[config.mk]
export PLATFORM = sky130hd
export DESIGN_NAME = energy_feed_ctrl
export DESIGN_NICKNAME = d
export VERILOG_FILES = /design/src/rtl/energy_feed_pkg.sv /design/src/rtl/energy_feed_ctrl_watchdog.sv /design/src/rtl/energy_feed_ctrl.sv
export SDC_FILE = /design/constraint.sdc
export NUM_CORES = 1
export LEC_CHECK = 0
export ABC_AREA = 0
export BUFFER_PORTS_ARGS = -buffer_cell sky130_fd_sc_hd__buf_4
export CAP_MARGIN = 25
export CORE_MARGIN = 2
export CORE_UTILIZATION = 30
export CTS_CLUSTER_SIZE = 25
export DETAILED_ROUTE_END_ITERATION = 8
export PLACE_DENSITY = 0.66
export SLEW_MARGIN = 20
export SYNTH_ARGS = -nofsm -noshare
export SYNTH_HDL_FRONTEND = slang
export SYNTH_HIERARCHICAL = 1
export SYNTH_SLANG_ARGS = --single-unit
[constraint.sdc]
create_clock -name clk_i -period 2.5 [get_ports clk_i]
set_input_delay 0.5 -clock clk_i [delete_from_list [all_inputs] [get_ports clk_i]]
set_output_delay 0.5 -clock clk_i [all_outputs]
set_load 0.01 [all_outputs]
[src/rtl/energy_feed_pkg.sv]
// Shared types and default sizes for the energy monitor feed sequencer.
package energy_feed_pkg;

   localparam int DEF_NUM_ROWS = 256;
   localparam int DEF_ENERGY_W = 32;

   typedef enum logic [2:0] {
      ST_IDLE   = 3'd0,
      ST_CONFIG = 3'd1,
      ST_SPIN   = 3'd2,
      ST_WEIGHT = 3'd3,
      ST_WAIT_E = 3'd4
   } feed_state_t;

endpackage

[src/rtl/energy_feed_ctrl_watchdog.sv]
// Timeout counter for the energy wait phase; fires on the cycle the limit is reached.
module feed_watchdog #(
   parameter int TIMEOUT_CYCLES = 4096
) (
   input  logic clk_i,
   input  logic rst_i,
   input  logic en_i,
   input  logic active_i,
   output logic timeout_o
);

   localparam int CNT_W = $clog2(TIMEOUT_CYCLES + 1);

   logic [CNT_W-1:0] cnt;

   // Leaving the wait phase clears the count, so every entry starts from zero.
   always_ff @(posedge clk_i or posedge rst_i) begin
      if (rst_i) begin
         cnt <= '0;
      end else if (!active_i) begin
         cnt <= '0;
      end else if (en_i) begin
         cnt <= cnt + CNT_W'(1);
      end
   end

   assign timeout_o = active_i & en_i & (cnt == CNT_W'(TIMEOUT_CYCLES - 1));

endmodule

[src/rtl/energy_feed_ctrl.sv]
// Config/spin/weight beat sequencer and energy capture for the energy monitor.
// Optional watchdog with sticky error_o is enabled by defining ENERGY_FEED_TIMEOUT_EN.
module energy_feed_ctrl
   import energy_feed_pkg::*;
#(
   parameter int NUM_ROWS = DEF_NUM_ROWS,
   parameter int ENERGY_W = DEF_ENERGY_W,
`ifdef ENERGY_FEED_TIMEOUT_EN
   parameter int TIMEOUT_CYCLES = 4096,
`endif
   localparam int ROW_W = $clog2(NUM_ROWS)
) (
   input  logic                clk_i,
   input  logic                rst_i,
   input  logic                en_i,
   input  logic                flush_i,
   input  logic                start_i,
   input  logic                cfg_en_i,
   input  logic [ROW_W-1:0]    row_count_i,
   output logic                config_valid_o,
   input  logic                config_ready_i,
   output logic                spin_valid_o,
   input  logic                spin_ready_i,
   output logic                weight_valid_o,
   input  logic                weight_ready_i,
   output logic [ROW_W-1:0]    weight_addr_o,
   input  logic                energy_valid_i,
   output logic                energy_ready_o,
   input  logic [ENERGY_W-1:0] energy_i,
   output logic [ENERGY_W-1:0] energy_o,
   output logic                done_o,
`ifdef ENERGY_FEED_TIMEOUT_EN
   output logic                error_o,
`endif
   output logic                busy_o
);

   feed_state_t      state, state_next;
   logic [ROW_W-1:0] row_cnt;
   logic [ROW_W-1:0] last_row;
   logic             accept_start, config_hs, spin_hs, weight_hs, energy_hs;
   logic             timeout;

   assign accept_start = (state == ST_IDLE)   & start_i        & en_i & ~flush_i;
   assign config_hs    = (state == ST_CONFIG) & config_ready_i & en_i & ~flush_i;
   assign spin_hs      = (state == ST_SPIN)   & spin_ready_i   & en_i & ~flush_i;
   assign weight_hs    = (state == ST_WEIGHT) & weight_ready_i & en_i & ~flush_i;
   assign energy_hs    = (state == ST_WAIT_E) & energy_valid_i & en_i & ~flush_i & ~timeout;

`ifdef ENERGY_FEED_TIMEOUT_EN
   feed_watchdog #(
      .TIMEOUT_CYCLES(TIMEOUT_CYCLES)
   ) u_watchdog (
      .clk_i    (clk_i),
      .rst_i    (rst_i),
      .en_i     (en_i),
      .active_i (state == ST_WAIT_E),
      .timeout_o(timeout)
   );

   // Sticky until the host starts a fresh computation.
   always_ff @(posedge clk_i or posedge rst_i) begin
      if (rst_i) begin
         error_o <= 1'b0;
      end else if (timeout) begin
         error_o <= 1'b1;
      end else if (accept_start) begin
         error_o <= 1'b0;
      end
   end
`else
   assign timeout = 1'b0;
`endif

   always_ff @(posedge clk_i or posedge rst_i) begin
      if (rst_i) begin
         state <= ST_IDLE;
      end else if (en_i) begin
         state <= state_next;
      end
   end

   // Flush and watchdog expiry override every other transition.
   always_comb begin
      state_next = state;
      case (state)
         ST_IDLE:   if (accept_start) state_next = cfg_en_i ? ST_CONFIG : ST_SPIN;
         ST_CONFIG: if (config_hs) state_next = ST_SPIN;
         ST_SPIN:   if (spin_hs) state_next = ST_WEIGHT;
         ST_WEIGHT: if (weight_hs && (row_cnt == last_row)) state_next = ST_WAIT_E;
         ST_WAIT_E: if (energy_hs) state_next = ST_IDLE;
         default:   state_next = ST_IDLE;
      endcase
      if (flush_i || timeout) begin
         state_next = ST_IDLE;
      end
   end

   always_comb begin
      config_valid_o = 1'b0;
      spin_valid_o   = 1'b0;
      weight_valid_o = 1'b0;
      energy_ready_o = 1'b0;
      case (state)
         ST_CONFIG: config_valid_o = 1'b1;
         ST_SPIN:   spin_valid_o   = 1'b1;
         ST_WEIGHT: weight_valid_o = 1'b1;
         ST_WAIT_E: energy_ready_o = 1'b1;
         default:   ;
      endcase
   end

   assign busy_o        = (state != ST_IDLE);
   assign weight_addr_o = row_cnt;

   // The last row index is stored rather than the count: a count of 0 minus one
   // wraps to NUM_ROWS-1, which is exactly the full-array case for power-of-two sizes.
   always_ff @(posedge clk_i or posedge rst_i) begin
      if (rst_i) begin
         row_cnt  <= '0;
         last_row <= '0;
         energy_o <= '0;
         done_o   <= 1'b0;
      end else if (en_i) begin
         done_o <= energy_hs;
         if (accept_start) begin
            last_row <= row_count_i - ROW_W'(1);
         end
         if (spin_hs) begin
            row_cnt <= '0;
         end else if (weight_hs && (row_cnt != last_row)) begin
            row_cnt <= row_cnt + ROW_W'(1);
         end
         if (energy_hs) begin
            energy_o <= energy_i;
         end
      end
   end

endmodule

=== After elaboration in Yosys (flattened, before gate mapping) ===
Index checks and enable logic that the tools add are counted.

* Input bits: 50
* Latch bits: 0
* RAM bits: 0
* Register bits after elaboration: 52
* ROM bits: 0
* Logic and storage cells: 57
* Memories: 0

* Divide/modulo/power cells: 0
* Equal/unequal tests: 11
* Bitwise operators: 16
* Shifts and indexed selects: 0
* Order comparisons: 0
* Multiplexer cells: 14
* $mul: 0
* Add/sub/neg operators: 2
* Reduce and logical (&&, ||, !) cells: 9

{| class="wikitable"
|+ Operators by type and width
! operator !! number
|-
| 3-bit 2-to-1 mux || 6
|-
| 8-bit 2-to-1 mux || 2
|-
| 1-bit bitwise AND || 15
|-
| 3-bit case mux with 5 select lines || 1
|-
| 3-bit inequality test, second input constant || 4
|-
| 8-bit by 1-bit adder with 8-bit output, second input constant || 1
|-
| 8-bit equality test || 1
|-
| 8-bit inequality test || 1
|-
| 8-bit by 1-bit subtractor with 8-bit output, second input constant || 1
|-
| 3-bit by 2-bit equality test with 1-bit output, second input constant || 2
|-
| 2-bit AND reduction || 3
|-
| 6-bit AND reduction || 1
|-
| 1-bit 2-to-1 mux || 4
|-
| 3-bit by 1-bit equality test with 1-bit output, second input constant || 1
|-
| 3-bit equality test, second input constant || 1
|-
| 3-bit logical NOT || 1
|-
| 3-bit by 2-bit inequality test with 1-bit output, second input constant || 1
|-
| 3-bit nonzero test || 1
|-
| 1-bit logical AND || 2
|-
| 2-bit 2-to-1 mux || 1
|-
| 2-bit nonzero test || 1
|-
| 1-bit inverter || 1
|}

=== Depth between registers and ports, before layout ===
Gate-level depths: netlist of run 1.

* Depth in word-level cells: 8
* Depth in mapped cells: 6

=== Least setup slack after synthesis of run 1 ===
No wires, ideal clock.

* Path kind: input-to-reg
* From: in en_i
* To: reg row_cnt[7], in the netlist weight_addr_o[7]
* Library setup time: 0.066 ns
* Data arrival time: 1.602 ns
* Path buffers: 1
* Required time: 2.434 ns
* Slack: 0.832 ns
* Stages: 6
* Cells stage by stage: clkbuf_4 -> nand4_4 -> nor4_4 -> o21ai_2 -> or4_1 -> nand2_1

* Longest elaborated chain between the ends: 5
* Elaborated cells on any way between the ends: 8
* Those cells by class: mux: 1; bitwise: 4; reduce/logical: 3

{| class="wikitable"
|+ RTL lines
! what !! line !! source
|-
| from (decl) || energy_feed_ctrl.sv:15 || <nowiki>input logic en_i,</nowiki>
|-
| 1-bit bitwise AND (2 in series) || energy_feed_ctrl.sv:47 || <nowiki>assign weight_hs = (state == ST_WEIGHT) & weight_ready_i & en_i & ~flush_i;</nowiki>
|-
| 1-bit logical AND || energy_feed_ctrl.sv:131 || <nowiki>end else if (weight_hs && (row_cnt != last_row)) begin</nowiki>
|-
| 2-bit nonzero test (no line) || -- ||
|-
| 2-bit AND reduction (no line) || -- ||
|-
| to (signal assigned) || energy_feed_ctrl.sv:132 || <nowiki>row_cnt <= row_cnt + ROW_W'(1);</nowiki>
|-
| to (decl) || energy_feed_ctrl.sv:39 || <nowiki>logic [ROW_W-1:0] row_cnt;</nowiki>
|}

Parallel ways exist; a longest one is shown, timed or not.
A chain may end at the register's enable or synchronous reset.

=== Worst setup path in the final report of run 1 ===
* From: reg state[2]
* To: out busy_o

* Longest elaborated chain between the ends: 1

{| class="wikitable"
|+ RTL lines
! what !! line !! source
|-
| from (decl) || energy_feed_ctrl.sv:38 || <nowiki>feed_state_t state, state_next;</nowiki>
|-
| from (signal assigned) || energy_feed_ctrl.sv:79 || <nowiki>state <= state_next;</nowiki>
|-
| 3-bit nonzero test || energy_feed_ctrl.sv:113 || <nowiki>assign busy_o = (state != ST_IDLE);</nowiki>
|-
| to (decl) || energy_feed_ctrl.sv:35 || <nowiki>output logic busy_o</nowiki>
|}

Every way passes these cells.

==> flow_metrics.tcl, run 1 <==
set metrics [dict create \
    holdBufCountCts 0 \
    worstSetupPathType "flip-flop to output pin" \
    cp-start-kind "flip-flop" \
    met3_usage 0.03352 \
    dieArea_mm2 0.008979 \
    syn_nets 256 \
    crit_path_end_kind "output pin" \
    vdd_ir_drop_max_mv 0.2977 \
    grt_overflow_total 0 \
    status "completed" \
    synth_xor_area_frac 0.05671 \
    synth_warnings 6 \
    period_minus_slack_ps 2028 \
    p_sw_frac 0.3096 \
    p_leak_nw 1.712 \
    clockRootBuffer "clkbuf_8" \
    setup_viol 0 \
    final_antenna_net_count 0 \
    dr.first_iter.drc_count 33 \
    synth_compound_area_frac 0.06228 \
    synthMuxAreaShare 0.1706 \
    clock_path_buffers 2 \
    cp-endpoint "busy_o" \
    io_pins 96 \
    grt_start_max_net_pins 33 \
    fin_nets 350 \
    post-route-util 0.4193 \
    power_w 0.002383 \
    tightest_slew_ps 583.8 \
    wl_per_cell_um 13.41 \
    seq_power_share 0.475 \
    power.switching_w 0.0007378 \
    post_cts_buffers 0 \
    num_rows 33 \
    tns_ps 0 \
    p_int_w 0.001646 \
    floorplan.core_area_mm2 0.008093 \
    worstPathMaxFanout 11 \
    drive_gt1_frac 0.4816 \
    path_clk_slew_ps 100 \
    hold_viol 0 \
    cp.required_ps 2000 \
    dp_hpwl_um 4126 \
    htreeDepth 2 \
    reg2reg_from "state[2]" \
    synth_top_family_by_area "multiplexers" \
    power_density_mw_per_mm2 702.4 \
    rr_worst_depth 3 \
    r2r-end "last_row[6]" \
    power_frac_comb 0.283 \
    final_common_cell "buf_4" \
    synth_area_per_cell_um2 12.11 \
    wl_um 5417 \
    syn_inst 204 \
    groute.usage.overall 0.1238 \
    crit_path_top_delay_cell "dfrtp_1" \
    numCtsBuffers 5 \
    clockPowerShare 0.241 \
    synth.ff_latch_count 52 \
    final_max_slew_viol_count 0 \
    synth_fa_ha_area_frac 0.01013 \
    use_met2 0.2287 \
    ctsResizeCount 0 \
    cpPeakStageDelay_ps 530 \
    port_buffers 95 \
    grt_pass1_wl_um 8673 \
    cts.sinks 52 \
    layout_setup_ws_ps 472.2 \
    clk_latency_ps 310 \
    yosysUniqueCellTypes 42 \
    maxCapViolCount 0 \
    synth_area_mm2 0.002471 \
    grt_busiest_layer "met2" \
    reg2reg_slack_ps 520 \
    yosysSeqAreaShare 0.5266 \
    max_slew_margin 0.6102 \
    vias 1893 \
    diodes 0 \
    yosys.area_share.simple 0.1347 \
    via_per_inst 4.686 \
    antenna_found_initial 0 \
    grt_pass1_vias 1824 \
    die_w_um 94.76 \
    start_util 0.3053 \
    mostFrequentLayoutCells "buf_4 (95), dfrtp_1 (52), mux2_2 (33)" \
    cts_tree "yes" \
    fin_cells 404 \
    dp.cells 396 \
    grt_setup_unrepaired "false" \
    startpoint "state[2]" \
    path_cells "or3_2 -> buf_4" \
    min_period_over_period 0.8111 \
    place_congestion 0.7513 \
    gr-usage-met1 0.1399 \
    finClkSkew_ps 9.394 \
    hp-class "primary input to async pin" \
    max_freq_ghz 0.4931 \
    place_ws_ps 452.8 \
    dr.pass1.iters 4 \
    critPathArrivalTime_ps 1530 \
    die_y_um 94.76 \
    post-route-drc-count 0 \
    syn_to_final_growth_pct 37.32 \
]
cell type report:
cell class / instances / area [um^2]
Sequential cell: 52 / 1301
Tap cell: 105 / 131.4
Multi-Input combinational cell: 136 / 1074
Clock inverter: 3 / 42.54
Fill cell: 796 / 4700
Inverter: 6 / 22.52
Timing Repair Buffer: 97 / 753.2
Clock buffer: 5 / 68.82
cells by family after synthesis:
kind of cell             after synthesis
XOR/XNOR                              16
multiplexers                          38
AO/OA/AOI/OAI                         24
flip-flops                            52
adder cells (fa/ha/maj)                2
AND/OR/NAND/NOR                       56
buffers and inverters                 16
worst min-delay path by stage:
stage,depth (start not counted),from,end
6_report,2,rst_i,energy_o[10]
5_1_grt,2,rst_i,energy_o[22]
4_1_cts,2,rst_i,energy_o[10]
3_5_place_dp,1,done_o,done_o
3_3_place_gp,2,last_row[2],last_row[2]
2_1_floorplan,2,last_row[0],last_row[0]
sequential cells by signal (all words and copies together), names as in the netlist:
signal,cells
energy_o,32
last_row,8
weight_addr_o,8
state,3
done_o,1
layer usage:
layer / share of wire / vias up
met5: 0 / -
met1: 0.42 / 915
li1: - / 904
met4: 0.010 / 0
met3: 0.067 / 6
met2: 0.50 / 68
through the flow:
| step | instance area [um^2] | hold slack [ps] |
|---|---|---|
| 2_1_floorplan | 2471 | 470.2 |
| 3_3_place_gp | 3282 | 482.6 |
| 3_5_place_dp | 3282 | 480.4 |
| 4_1_cts | 3393 | 272.8 |
| 5_1_grt | 3393 | 289.2 |
| 6_report | 3393 | 256.4 |
cells in the mapped netlist (all sizes together):
cell type | count | share of area
nor4 | 2 | 0.011
a21o | 2 | 0.0061
mux2 | 33 | 0.15
or4 | 1 | 0.0030
nor3b | 3 | 0.0091
o311a | 1 | 0.0041
ha | 2 | 0.010
nand3 | 2 | 0.0041
xor2 | 1 | 0.0035
buf | 8 | 0.025
xnor2 | 15 | 0.053
and4b | 1 | 0.0041
or3 | 1 | 0.0030
nor2b | 3 | 0.0076
dfrtp | 52 | 0.53
and4 | 2 | 0.0071
a41o | 1 | 0.0041
o211ai | 1 | 0.0030
and3 | 1 | 0.0025
nand2b | 4 | 0.010
nand2 | 14 | 0.021
a21oi | 5 | 0.010
inv | 6 | 0.0091
clkbuf | 2 | 0.0046
mux2i | 5 | 0.020
nand3b | 1 | 0.0030
o211a | 1 | 0.0041
o31ai | 1 | 0.0030
and3b | 1 | 0.0041
nor2 | 11 | 0.017
a31oi | 1 | 0.0025
nor3 | 2 | 0.0041
o21ai | 10 | 0.022
nand4 | 6 | 0.021
a41oi | 1 | 0.0035
and2 | 1 | 0.0025
critical path, delay by kind of cell, from the launching register on:
kind,cells,cell delay (ps)
flip-flops,1,530
AND/OR/NAND/NOR,1,520
buffers and inverters,1,160
power groups by stage:
stage | Clock (W) | Combinational (W) | Sequential (W)
final | 0.000576 | 0.000675 | 0.00113
after global routing | 0.000646 | 0.000750 | 0.00116
after CTS | 0.000605 | 0.000689 | 0.00114
after detailed placement | 0 | 0.000686 | 0.00115
after global placement | 0 | 0.000675 | 0.00114
after floorplan | 0 | 0.000432 | 0.00112
(Power assumes the default switching activity.)
==> run 2, diff against run 1 <==
==> constraint.sdc (replaced) <==
create_clock -name clk_i -period 2.1 [get_ports clk_i]
set_input_delay 0.42 -clock clk_i [delete_from_list [all_inputs] [get_ports clk_i]]
set_output_delay 0.42 -clock clk_i [all_outputs]
set_load 0.01 [all_outputs]
==> run 2 against run 1 <==
Critical path depth stayed put. Non-clock buffer count is 6 higher. Largest cell class unchanged. Final cell count is 1.5% higher. Global-route usage is 0.38 points lower. Sequential share of layout area hardly changed. Clock power is 1% higher. Clock skew is 4.8 ps lower. Count of clock-buffer cells in the layout is 1 higher. Critical endpoint unchanged. Die area stayed put. Power is 16% higher.
==> flow_metrics.tcl, run 2 (same netlist as run 1, synthesis figures left out) <==
set metrics [dict create \
    status "completed" \
    vias 1893 \
    power.switching_w 0.0008723 \
    dr.pass1.iters 5 \
    critPathArrivalTime_ps 1490 \
    clk_latency_ps 290 \
    post_cts_buffers 0 \
    dp_hpwl_um 4286 \
    p_int_w 0.001896 \
    worstSetupPathType "flip-flop to output pin" \
    max_slew_margin 0.7567 \
    r2r-end "energy_o[1]" \
    floorplan.core_area_mm2 0.008093 \
    hold_ws_ps 94.44 \
    cp-start-kind "flip-flop" \
    power_density_mw_per_mm2 815.6 \
    place_congestion 0.7945 \
    final_common_cell "buf_4" \
    mostFrequentLayoutCells "buf_4 (103), dfrtp_1 (52), mux2_2 (33)" \
    dieArea_mm2 0.008979 \
    final_max_slew_viol_count 0 \
    tns_ps 0 \
    dr.first_iter.drc_count 51 \
    cts_tree "yes" \
    numCtsBuffers 5 \
    reg2reg_slack_ps 320 \
    holdBufCountCts 0 \
    p_leak_nw 1.730 \
    tightest_slew_ps 365.0 \
    grt_overflow_total 0 \
    final_antenna_net_count 0 \
    setup_viol 0 \
    max_freq_ghz 0.5237 \
    p_sw_frac 0.3151 \
    io_pins 96 \
    period_minus_slack_ps 1909 \
    hp-class "primary input to async pin" \
    min_period_over_period 0.9092 \
    port_buffers 95 \
    cp.required_ps 1680 \
    die_y_um 94.76 \
    start_util 0.3053 \
    path_clk_slew_ps 90 \
    groute.usage.overall 0.1200 \
    hold_viol 0 \
    reg2reg_from "state[2]" \
    diodes 0 \
    htreeDepth 2 \
    largest_reg_flops 32 \
    wl_um 5443 \
    via_per_inst 4.617 \
    grt_pass1_vias 1812 \
    fin_nets 356 \
    rr_worst_depth 4 \
    maxCapViolCount 0 \
    power_w 0.002768 \
    clock_path_buffers 2 \
    clockPowerShare 0.210 \
    seq_power_share 0.471 \
    crit_path_end_kind "output pin" \
    syn_to_final_growth_pct 37.37 \
    grt_setup_unrepaired "false" \
    vdd_ir_drop_max_mv 0.3959 \
    finClkSkew_ps 4.590 \
    ctsResizeCount 0 \
    grt_pass1_wl_um 8507 \
    wl_per_cell_um 13.28 \
    clockRootBuffer "clkbuf_8" \
    die_w_um 94.76 \
    cts.sinks 52 \
    num_rows 33 \
    antenna_found_initial 0 \
    power_frac_comb 0.319 \
    post-route-drc-count 0 \
    grt_start_max_net_pins 26 \
    top_register "energy_o" \
    worstPathMaxFanout 11 \
    drive_gt1_frac 0.4918 \
]
[run 2: worst max-delay path by stage]
stage | start | end | slack [ps] | cells after the start
finish | state[2] | busy_o | 190 | 2
global route | state[0] | busy_o | 120 | 3
CTS | state[2] | busy_o | 170 | 2
detailed placement | state[2] | energy_o[1] | 310 | 4
global placement | state[2] | energy_o[12] | 340 | 4
floorplan | rst_i | done_o | 420 | 1
[run 2: layer usage]
layer  vias to the layer above  share of wire  GRT usage
met1                       901           0.42     0.1461
met2                        71           0.49     0.2098
li1                        915              -          -
met4                         0         0.0053    0.02899
met5                         -              0          0
met3                         6          0.086    0.03352
[run 2: through the flow]
step | setup slack (ps) | utilization | instances | area [um^2]
after floorplan | 422.1 | - | 204 | 2471
after global placement | 342.1 | 0.4080 | 402 | 3302
after detailed placement | 310.0 | 0.4080 | 402 | 3302
after CTS | 173.2 | 0.4195 | 410 | 3395
after global routing | 117.8 | 0.4195 | 410 | 3395
final | 190.7 | 0.4195 | 410 | 3395
[run 2: layout make-up]
cell class | count | area, um^2
inverter | 6 | 22.52
timing repair buffer | 103 | 773.2
multi-input combinational | 136 | 1074
fill | 797 | 4698
sequential | 52 | 1301
tap | 105 | 131.4
clock inverter | 2 | 10.01
clock buffer | 6 | 82.58
[run 2: critical path: stages (launching register included)]
cell and delay (ps):
dfrtp_1 520, or3_2 520, buf_4 160
[run 2: power by group through the flow]
stage               Combinational [W]  Clock [W]  Sequential (W)
finish                       0.000884   0.000582         0.00130
floorplan                    0.000514          0         0.00133
CTS                          0.000898   0.000612         0.00131
global placement             0.000884          0         0.00132
global route                 0.000991   0.000651         0.00133
detailed placement           0.000895          0         0.00133
